$ cat src/rtl/hazard_tnew_tracker.sv
// Tuse/Tnew hazard tracker: shadows producer dst/Tnew through E/M/W, emits D-stage stall and fwd selects.
// Latency: all outputs combinational from shadow state + D inputs; shadow state advances one stage per clk.
// Backpressure: stall freezes D upstream and injects a bubble into shadow E; M and W keep draining.
module hazard_tnew_tracker #(
  parameter int REG_W = 5,
  parameter int T_W   = 2
) (
  input  logic             clk,
  input  logic             reset,
  input  logic             D_valid,
  input  logic [REG_W-1:0] D_rs,
  input  logic [REG_W-1:0] D_rt,
  input  logic [T_W-1:0]   D_tuse_rs,
  input  logic [T_W-1:0]   D_tuse_rt,
  input  logic             D_regwr,
  input  logic [REG_W-1:0] D_dst,
  input  logic [T_W-1:0]   D_tnew,
  output logic             stall,
  output logic [1:0]       fwd_D_rs,
  output logic [1:0]       fwd_D_rt,
  output logic [1:0]       fwd_E_rs,
  output logic [1:0]       fwd_E_rt,
  output logic [1:0]       fwd_M_rt
);

  // Tuse all-ones means the operand is never read.
  localparam logic [T_W-1:0] TUSE_NONE = '1;

  localparam logic [1:0] SEL_RF = 2'd0;
  localparam logic [1:0] SEL_E  = 2'd1;
  localparam logic [1:0] SEL_M  = 2'd2;
  localparam logic [1:0] SEL_W  = 2'd3;

  typedef struct packed {
    logic             valid;
    logic             regwr;
    logic [REG_W-1:0] dst;
    logic [T_W-1:0]   tnew;
    logic [REG_W-1:0] rs;
    logic [REG_W-1:0] rt;
  } stage_t;

  stage_t e_q, e_d;
  stage_t m_q, m_d;
  stage_t w_q, w_d;

  // A producer satisfies register r only if it really writes r and r is not $0.
  function automatic logic hit(input stage_t s, input logic [REG_W-1:0] r);
    return s.valid && s.regwr && (s.dst == r) && (r != '0);
  endfunction

  function automatic logic [T_W-1:0] tnew_dec(input logic [T_W-1:0] t);
    return (t == '0) ? '0 : t - 1'b1;
  endfunction

  // A source stalls when an in-flight producer's result arrives later than the consumer needs it.
  function automatic logic src_stall(input logic [REG_W-1:0] r, input logic [T_W-1:0] tuse,
                                     input stage_t e, input stage_t m);
    if (tuse == TUSE_NONE) return 1'b0;
    return (hit(e, r) && (e.tnew > tuse)) || (hit(m, r) && (m.tnew > tuse));
  endfunction

  // Nearest producer wins; if it is not ready yet, read RF and rely on stall to hold D.
  function automatic logic [1:0] d_sel(input logic [REG_W-1:0] r, input logic [T_W-1:0] tuse,
                                       input stage_t e, input stage_t m, input stage_t w);
    if (tuse == TUSE_NONE) return SEL_RF;
    if (hit(e, r)) return (e.tnew == '0) ? SEL_E : SEL_RF;
    if (hit(m, r)) return (m.tnew == '0) ? SEL_M : SEL_RF;
    if (hit(w, r)) return SEL_W;
    return SEL_RF;
  endfunction

  // Operands already in E can only be refreshed from a ready M result or from W.
  function automatic logic [1:0] e_sel(input logic [REG_W-1:0] r, input stage_t m, input stage_t w);
    if (hit(m, r) && (m.tnew == '0)) return SEL_M;
    if (hit(w, r)) return SEL_W;
    return SEL_RF;
  endfunction

  // Hazard detection and forwarding selects.
  always_comb begin
    stall    = D_valid && (src_stall(D_rs, D_tuse_rs, e_q, m_q) ||
                           src_stall(D_rt, D_tuse_rt, e_q, m_q));
    fwd_D_rs = d_sel(D_rs, D_tuse_rs, e_q, m_q, w_q);
    fwd_D_rt = d_sel(D_rt, D_tuse_rt, e_q, m_q, w_q);
    fwd_E_rs = e_sel(e_q.rs, m_q, w_q);
    fwd_E_rt = e_sel(e_q.rt, m_q, w_q);
    fwd_M_rt = hit(w_q, m_q.rt) ? SEL_W : SEL_RF;
  end

  // Next stage contents: bubble into E on stall, Tnew counts down as producers move on.
  always_comb begin
    e_d = '0;
    if (!stall) begin
      e_d.valid = D_valid;
      e_d.regwr = D_regwr;
      e_d.dst   = D_dst;
      e_d.tnew  = D_tnew;
      e_d.rs    = D_rs;
      e_d.rt    = D_rt;
    end
    m_d      = e_q;
    m_d.tnew = tnew_dec(e_q.tnew);
    w_d      = m_q;
    w_d.tnew = '0;
  end

  // Stage registers; reset empties the whole shadow pipe.
  always_ff @(posedge clk or negedge reset) begin
    if (!reset) begin
      e_q <= '0;
      m_q <= '0;
      w_q <= '0;
    end else begin
      e_q <= e_d;
      m_q <= m_d;
      w_q <= w_d;
    end
  end

  // Fields carried for completeness of each stage record but never consulted downstream.
  logic unused_stage_bits;
  assign unused_stage_bits = ^{m_q.rs, w_q.rs, w_q.rt, w_q.tnew};

endmodule

$ cat config.mk
export PLATFORM = sky130hd
export DESIGN_NAME = hazard_tnew_tracker
export DESIGN_NICKNAME = d
export VERILOG_FILES = /design/src/rtl/hazard_tnew_tracker.sv
export SDC_FILE = /design/constraint.sdc
export NUM_CORES = 1
export LEC_CHECK = 0
export CAP_MARGIN = 25
export CORE_UTILIZATION = 48
export CTS_BUF_LIST = sky130_fd_sc_hd__clkbuf_8 sky130_fd_sc_hd__clkbuf_16
export CTS_CLUSTER_DIAMETER = 50
export DETAILED_ROUTE_END_ITERATION = 7
export MAX_ROUTING_LAYER = met4
export PLACE_DENSITY = 0.79
export REMOVE_ABC_BUFFERS = 1
export SETUP_SLACK_MARGIN = 0.02
export SYNTH_ARGS = -nofsm -noshare
export SYNTH_HDL_FRONTEND = slang
export SYNTH_SLANG_ARGS = --single-unit
$ cat constraint.sdc
create_clock -name clk -period 2.15 [get_ports clk]
set_clock_uncertainty 0.05 [all_clocks]
set_input_delay 0.3225 -clock clk [delete_from_list [all_inputs] [get_ports clk]]
set_output_delay 0.3225 -clock clk [all_outputs]
set_load 0.05 [all_outputs]
==> results.yml, run 1 <==
critical_path:
  crit_path_top_delay_cell: "dfrtp_1"
  worstPathArrival_ns: 2.21
  crit_chain: "buf_6, xnor2_2, nand4_1, nor4b_2, buf_4, a21oi_2, a211oi_2, buf_4, buf_12"
  max_stage_delay_ns: 0.41
  required_ns: 1.78
  worstSetupPathType: "register to output pin"
  worstPathMaxFanout: 4
  end_kind: "output pin"
  crit_path_frequent_cell: "buf_4"
  startpoint_type: "register"
logic_synthesis:
  synth_edf_count: 0
  synth.ff_latch_count: 40
  synthTopCellsByCount: "dfrtp_1 (40), xor2_1 (32), xnor2_1 (18)"
  syn_area_per_cell_um2: 10.04
  seq_area_frac_synth_pct: 44.89
  synth_top_area_share_pct: 44.89
  ys_warn_count: 0
  netlist_instances: 222
  netlist_top_cells_area: "dfrtp_1 (45%), xor2_1 (13%), xnor2_1 (7.1%), ha_1 (4.5%), and2_4 (3.5%)"
  synth_cell_types: 28
  synthFlopType: "dfrtp_1"
  post-synth-top-count-cell: "dfrtp_1"
  syn_area_mm2: 0.002230
  async_flop_share_pct: 100.0
  yosys.area.top_type: "dfrtp_1"
finish:
  n_antenna_cell: 0
  final_layout_size_suffix_gt1_share_pct: 36.18
  nets: 336
  fin_area_mm2: 0.003381
  fillers: 243
  multi_input_area_mm2: 0.001319
  regArea_mm2: 0.001001
  area_growth_pct: 51.63
power_and_ir_drop:
  pwr-share-comb_pct: 21.0
  p_sw_share_pct: 28.41
  leakage_uw: 0.001540
  vdd_drop_max_uv: 688.5
  intPower_uw: 1339
  p_seq_share_pct: 44.8
  p_sw_uw: 531.4
  power_uw: 1870
  power_density_mw_per_mm2: 553.2
  power_frac_clock_pct: 34.2
hold_path:
  hold_class: "input pin to async pin"
placement:
  placed_cell_area_mm2: 0.002998
  place_congestion: 0.8839
  post-dp-hpwl_mm: 4.079
  numPortBuffers: 35
cts:
  clk_latency_ns: 0.31
  numCtsBuffers: 5
  clock-sinks: 40
  cts_buffer_depth: 2
  cts_root_buffer: "clkbuf_8"
  holdBufCountCts: 0
  cts_tree: "yes"
  htree_levels: 2
  path_clk_slew_ns: 0.09
global_routing:
  grt_max_degree: 41
  grt_usage_pct: 28.66
  grt_pass1_vias: 2143
  antenna_found_initial: 0
  grt_overflow: 0
  grt_pass1_wl_mm: 10.25
sta:
  rsz0062_at_grt: "yes"
  fin_tns_setup_ns: -4.013
  setup_ws_ns: -0.4362
  period_needed_ns: 2.586
  final-setup-viol-count: 25
  final_max_slew_viol_count: 0
  max_slew_margin_pct: 41.16
  hold_viol_final: 0
  max_freq_mhz: 386.7
  timing.final.crit_share_pct: 120.3
  tightest_slew_ns: 0.8826
die:
  die_area_mm2: 0.004922
  io_pins: 36
  rows: 24
  initial_core_util_pct: 50.51
  die_h_um: 70.16
  fp.dieW_um: 70.16
  core-area_mm2: 0.004414
detailed_routing:
  drc: 0
  vias: 2095
  ant_nets: 0
  dr.pass1.iters: 5
  wire_per_inst_um: 19.21
  drt_wl_total_mm: 6.839
  via_per_inst: 5.885
  drt-initial-drc-count: 211
run:
  maxCapViolations: 0
status:
  status: "complete, but fails checks"
  violations: "setup timing"
[layer usage]
layer,wire length (um),GRT usage [%]
met5,0,-
met4,437,13.78
met3,473,6.061
met1,2419,32.35
met2,3508,48.40
[registers in the layout, summed over array words and instances (netlist names)]
signal  cells
m_q        14
e_q        19
w_q         7
[worst paths after layout]
kind | from | to | slack (ns) | depth (start not counted)
hold reg to reg | e_q[18] | m_q[18] | 0.35 | 0
setup / recovery | m_q[13] | fwd_D_rs[1] | -0.44 | 9
min in group clk | D_rt[0] | e_q[0] | 0.24 | 2
setup reg to reg | m_q[14] | e_q[6] | -0.13 | 8
hold / removal | reset | m_q[4] | 0.07 | 1
max in group asynchronous | reset | w_q[14] | 1.41 | 1
[cells by family (layout without fill, tap and decap cells)]
kind of cell / after synthesis / after routing / share of synthesized area [%]
and+or+nand+nor: 77 / 77 / 19.30
AOI/OAI and AO/OA: 25 / 25 / 7.464
buffers and inverters: 22 / 104 / 4.209
DFF: 40 / 40 / 44.89
adders and majority gates: 8 / 8 / 4.490
xor gates and xnor gates: 50 / 50 / 19.64
[through the flow]
step                hold WS (ns)  utilization, %  worst slack, ns  cells
CTS                       0.1025           73.67          -0.3495    353
global placement          0.3092           67.91          -0.4725    340
global route              0.1450           76.59          -0.4693    356
floorplan               -0.02309               -           -1.852    215
detailed placement        0.3112           67.91          -0.5385    340
finish                   0.07266           76.59          -0.4362    356
[timing repair]
action | in CTS | in global routing
buffers inserted | 5 | 4
pin swaps | 15 | 11
gates resized for setup | 33 | 24
endpoints found under the setup margin | 23 | 25
[power by group through the flow]
stage          clock network [uW]  logic, uW  registers, uW
6_report                      639        393            838
2_1_floorplan                   0        157            849
3_3_place_gp                    0        321            846
3_5_place_dp                    0        335            848
4_1_cts                       637        355            834
5_1_grt                       676        421            842
[critical path: cells and delay by family, from the launching register on]
kind                   cells  cell delay [ns]
XOR/XNOR                   1             0.17
flip-flops                 1             0.41
AO/OA/AOI/OAI              2             0.28
AND/OR/NAND/NOR            2             0.40
buffers and inverters      4             0.65
[layout by cell type, fill, tap and decap left out, types with 8 or more instances in the layout]
cell type	n
buf_12	12
a21oi_1	8
buf_4	39
dfrtp_1	40
clkdlybuf4s50_1	13
nor2_1	11
and2_4	9
dlygate4sd2_1	8
xnor2_1	13
nand2_1	15
xor2_1	31
inv_1	14
ha_1	8
nand4_1	8
[area by class of cell]
class / count / area share (%)
clock buffer: 5 / 2.036
clock inverter: 3 / 1.406
tap: 52 / 1.925
timing repair buffer: 81 / 24.35
sequential: 40 / 29.61
multi-input combinational: 160 / 39.01
inverter: 15 / 1.665
No activity file was read; power rests on OpenSTA's default activity.
==> run 2, diff against run 1 <==
--- a/config.mk
+++ b/config.mk
@@ -5,8 +5,9 @@
 export SDC_FILE = /design/constraint.sdc
 export NUM_CORES = 1
 export LEC_CHECK = 0
+export ABC_AREA = 1
 export CAP_MARGIN = 25
-export CORE_UTILIZATION = 48
+export CORE_UTILIZATION = 49
 export CTS_BUF_LIST = sky130_fd_sc_hd__clkbuf_8 sky130_fd_sc_hd__clkbuf_16
 export CTS_CLUSTER_DIAMETER = 50
 export DETAILED_ROUTE_END_ITERATION = 7
==> run 2 against run 1 <==
  * The run still ends with setup timing left
  * Final cell count grew 30%
  * Die area is 9.5% higher
  * Setup slack improved by 0.40 ns
  * Count of clock-buffer cells in the layout rose by 1
  * Power decreased by 3.7%
  * Synthesized area increased by 12%
  * Critical path type unchanged
  * Largest power group unchanged
==> results.yml, run 2 <==
critical_path:
  worstReg2RegEnd: "e_q[0]"
  startpoint: "m_q[11]"
  worstPathArrival_ns: 1.81
  end_kind: "output pin"
  worstReg2RegStart: "m_q[11]"
  startpoint_type: "register"
  reg2reg_depth: 9
  cp-endpoint: "stall"
  reg2reg_slack_ns: 0.36
  worstPathMaxFanout: 4
  worstSetupPathType: "register to output pin"
  required_ns: 1.78
die:
  io_pins: 36
  initial_core_util_pct: 51.87
  die_h_um: 73.41
  fp.dieW_um: 73.41
  core-area_mm2: 0.004817
  die_area_mm2: 0.005389
  rows: 25
detailed_routing:
  dr.pass1.iters: 4
  wire_per_inst_um: 15.04
  drt-initial-drc-count: 200
  vias: 2477
  drc: 0
  ant_nets: 0
  drt_wl_total_mm: 6.977
  via_per_inst: 5.338
cts:
  cts_root_buffer: "clkbuf_8"
  numCtsBuffers: 5
  clk_latency_ns: 0.30
  cts_buffer_depth: 2
  clock-sinks: 40
  path_clk_slew_ns: 0.08
  htree_levels: 2
  cts_tree: "yes"
logic_synthesis:
  synthTopCellsByCount: "nand2_1 (70), inv_1 (47), dfrtp_1 (40)"
  yosys.area.top_type: "dfrtp_1"
  yosys.area_share.adder_pct: 4.006
  synth_xor_area_share_pct: 7.011
  netlist_instances: 320
  synthMuxAreaShare_pct: 0
  synthSimpleGateAreaFrac_pct: 24.39
  syn_area_per_cell_um2: 7.808
  synth_top_area_share_pct: 40.06
  synth.ff_latch_count: 40
  ys_warn_count: 0
  syn_area_mm2: 0.002499
  post-synth-top-count-cell: "nand2_1"
  async_flop_share_pct: 100.0
  synth_top_family_by_area: "simple AND/OR/NAND/NOR gates"
  synth_compound_area_share_pct: 14.02
  synth_edf_count: 0
  synthFlopType: "dfrtp_1"
  synth_cell_types: 34
  seq_area_frac_synth_pct: 40.06
  netlist_top_cells_area: "dfrtp_1 (40%), nand2_1 (11%), inv_1 (7.1%), a21oi_1 (5.4%), xnor2_1 (4.2%)"
sta:
  period_needed_ns: 2.187
  max_freq_mhz: 457.2
  whs_ns: 0.3277
  timing.final.crit_share_pct: 101.7
  setup_ws_ns: -0.03714
  final-setup-viol-count: 3
  tightest_slew_ns: 0.4415
  hold_viol_final: 0
  max_slew_margin_pct: 70.57
  rsz0062_at_grt: "yes"
  final_max_slew_viol_count: 0
  fin_tns_setup_ns: -0.08596
placement:
  place_congestion: 0.9192
  post-dp-hpwl_mm: 4.917
  numPortBuffers: 35
  placed_cell_area_mm2: 0.003143
  dp_cells: 436
finish:
  area_growth_pct: 43.82
  largest_register_ffs: 19
  regMostFlops: "e_q"
  final_common_cell: "nand2_1"
  n_antenna_cell: 0
  final_layout_size_suffix_gt1_share_pct: 37.78
  nets: 429
  top_regs: "e_q x19, m_q x14, w_q x7"
  fin_area_mm2: 0.003593
  final_cells: 464
  layout_common_cells: "nand2_1 (69), inv_1 (38), buf_4 (38)"
global_routing:
  grt_usage_pct: 29.09
  grt_max_degree: 22
  grt_pass1_vias: 2470
  antenna_found_initial: 0
  grt_pass1_wl_mm: 11.34
  grt_overflow: 0
power_and_ir_drop:
  leakage_uw: 0.001694
  power_uw: 1802
  vdd_drop_max_uv: 383.2
  power_density_mw_per_mm2: 501.4
status:
  violations: "setup timing"
  status: "complete, but fails checks"
hold_path:
  hold_class: "register to register"
run:
  maxCapViolations: 0
run 2: changes by cell type in the layout (fill, tap and decap cells not counted), moves of 12 or more:
cell	before	now
inv_2	1	19
xor2_1	31	7
inv_1	14	38
nand2_1	15	69
dfrtp_1	40	27
a21oi_2	5	21
nand3_1	2	14
dfrtp_2	0	13
run 2: final cells by class:
class / instances / area [um2]
clock inverters: 2 / 15.01
inverters: 58 / 220.2
clock buffers: 6 / 82.58
flip-flops and latches: 40 / 1017
multi-input cells: 216 / 1430
well taps: 67 / 83.83
fillers: 355 / 1224
repair buffers: 75 / 744.5
run 2: worst min-delay path by stage:
stage / start / endpoint / slack [ns] / depth (start not counted)
CTS: m_q[17] / w_q[17] / 0.33 / 0
floorplan: reset / e_q[0] / -0.02 / 0
global route: m_q[17] / w_q[17] / 0.34 / 0
global placement: reset / m_q[4] / 0.24 / 1
finish: m_q[17] / w_q[17] / 0.33 / 0
detailed placement: reset / m_q[2] / 0.24 / 1
run 2: repair_timing:
| action | in CTS | in global routing |
|---|---|---|
| pin swaps | 17 | 23 |
| endpoints found under the hold margin | 19 | 0 |
| hold buffers | 1 | 0 |
| gates resized for setup | 48 | 32 |
| setup buffers | 6 | 13 |
| endpoints found under the setup margin | 10 | 11 |
run 2: per-layer routing:
metal | wire length [um] | part of all wire [%] | vias to the layer above | global-route usage, %
li1 | - | - | 1174 | -
met1 | 2830 | 41 | 1202 | 35.14
met2 | 3653 | 52 | 88 | 48.77
met3 | 326 | 4.7 | 13 | 4.527
met4 | 167 | 2.4 | 0 | 11.75
met5 | 0 | 0 | - | -
run 2: cell families after synthesis:
| kind of cell | after synthesis |
|---|---|
| simple gates | 131 |
| buf+inv | 64 |
| flops | 40 |
| fa+ha+maj | 8 |
| xor+xnor | 20 |
| compound gates | 57 |
run 2: metrics by stage:
step | util (%) | worst slack, ns
after detailed placement | 65.25 | -0.2959
after CTS | 70.88 | -0.001876
after floorplan | - | -0.3825
after global placement | 65.25 | -0.2666
final | 74.60 | -0.03714
after global routing | 74.60 | -0.1362
run 2: power breakdown:
group / switching, uW / internal, uW
combinational: 229 / 194
sequential: 53.1 / 795
clock: 272 / 260
run 2: worst max-delay path: stages (launching register included):
cell and delay, ns:
dfrtp_2 0.47, ha_4 0.31, a21oi_2 0.05, a21oi_2 0.12, nand3_1 0.10, nand2_2 0.09
nand2_4 0.06, a21oi_4 0.17, buf_12 0.15
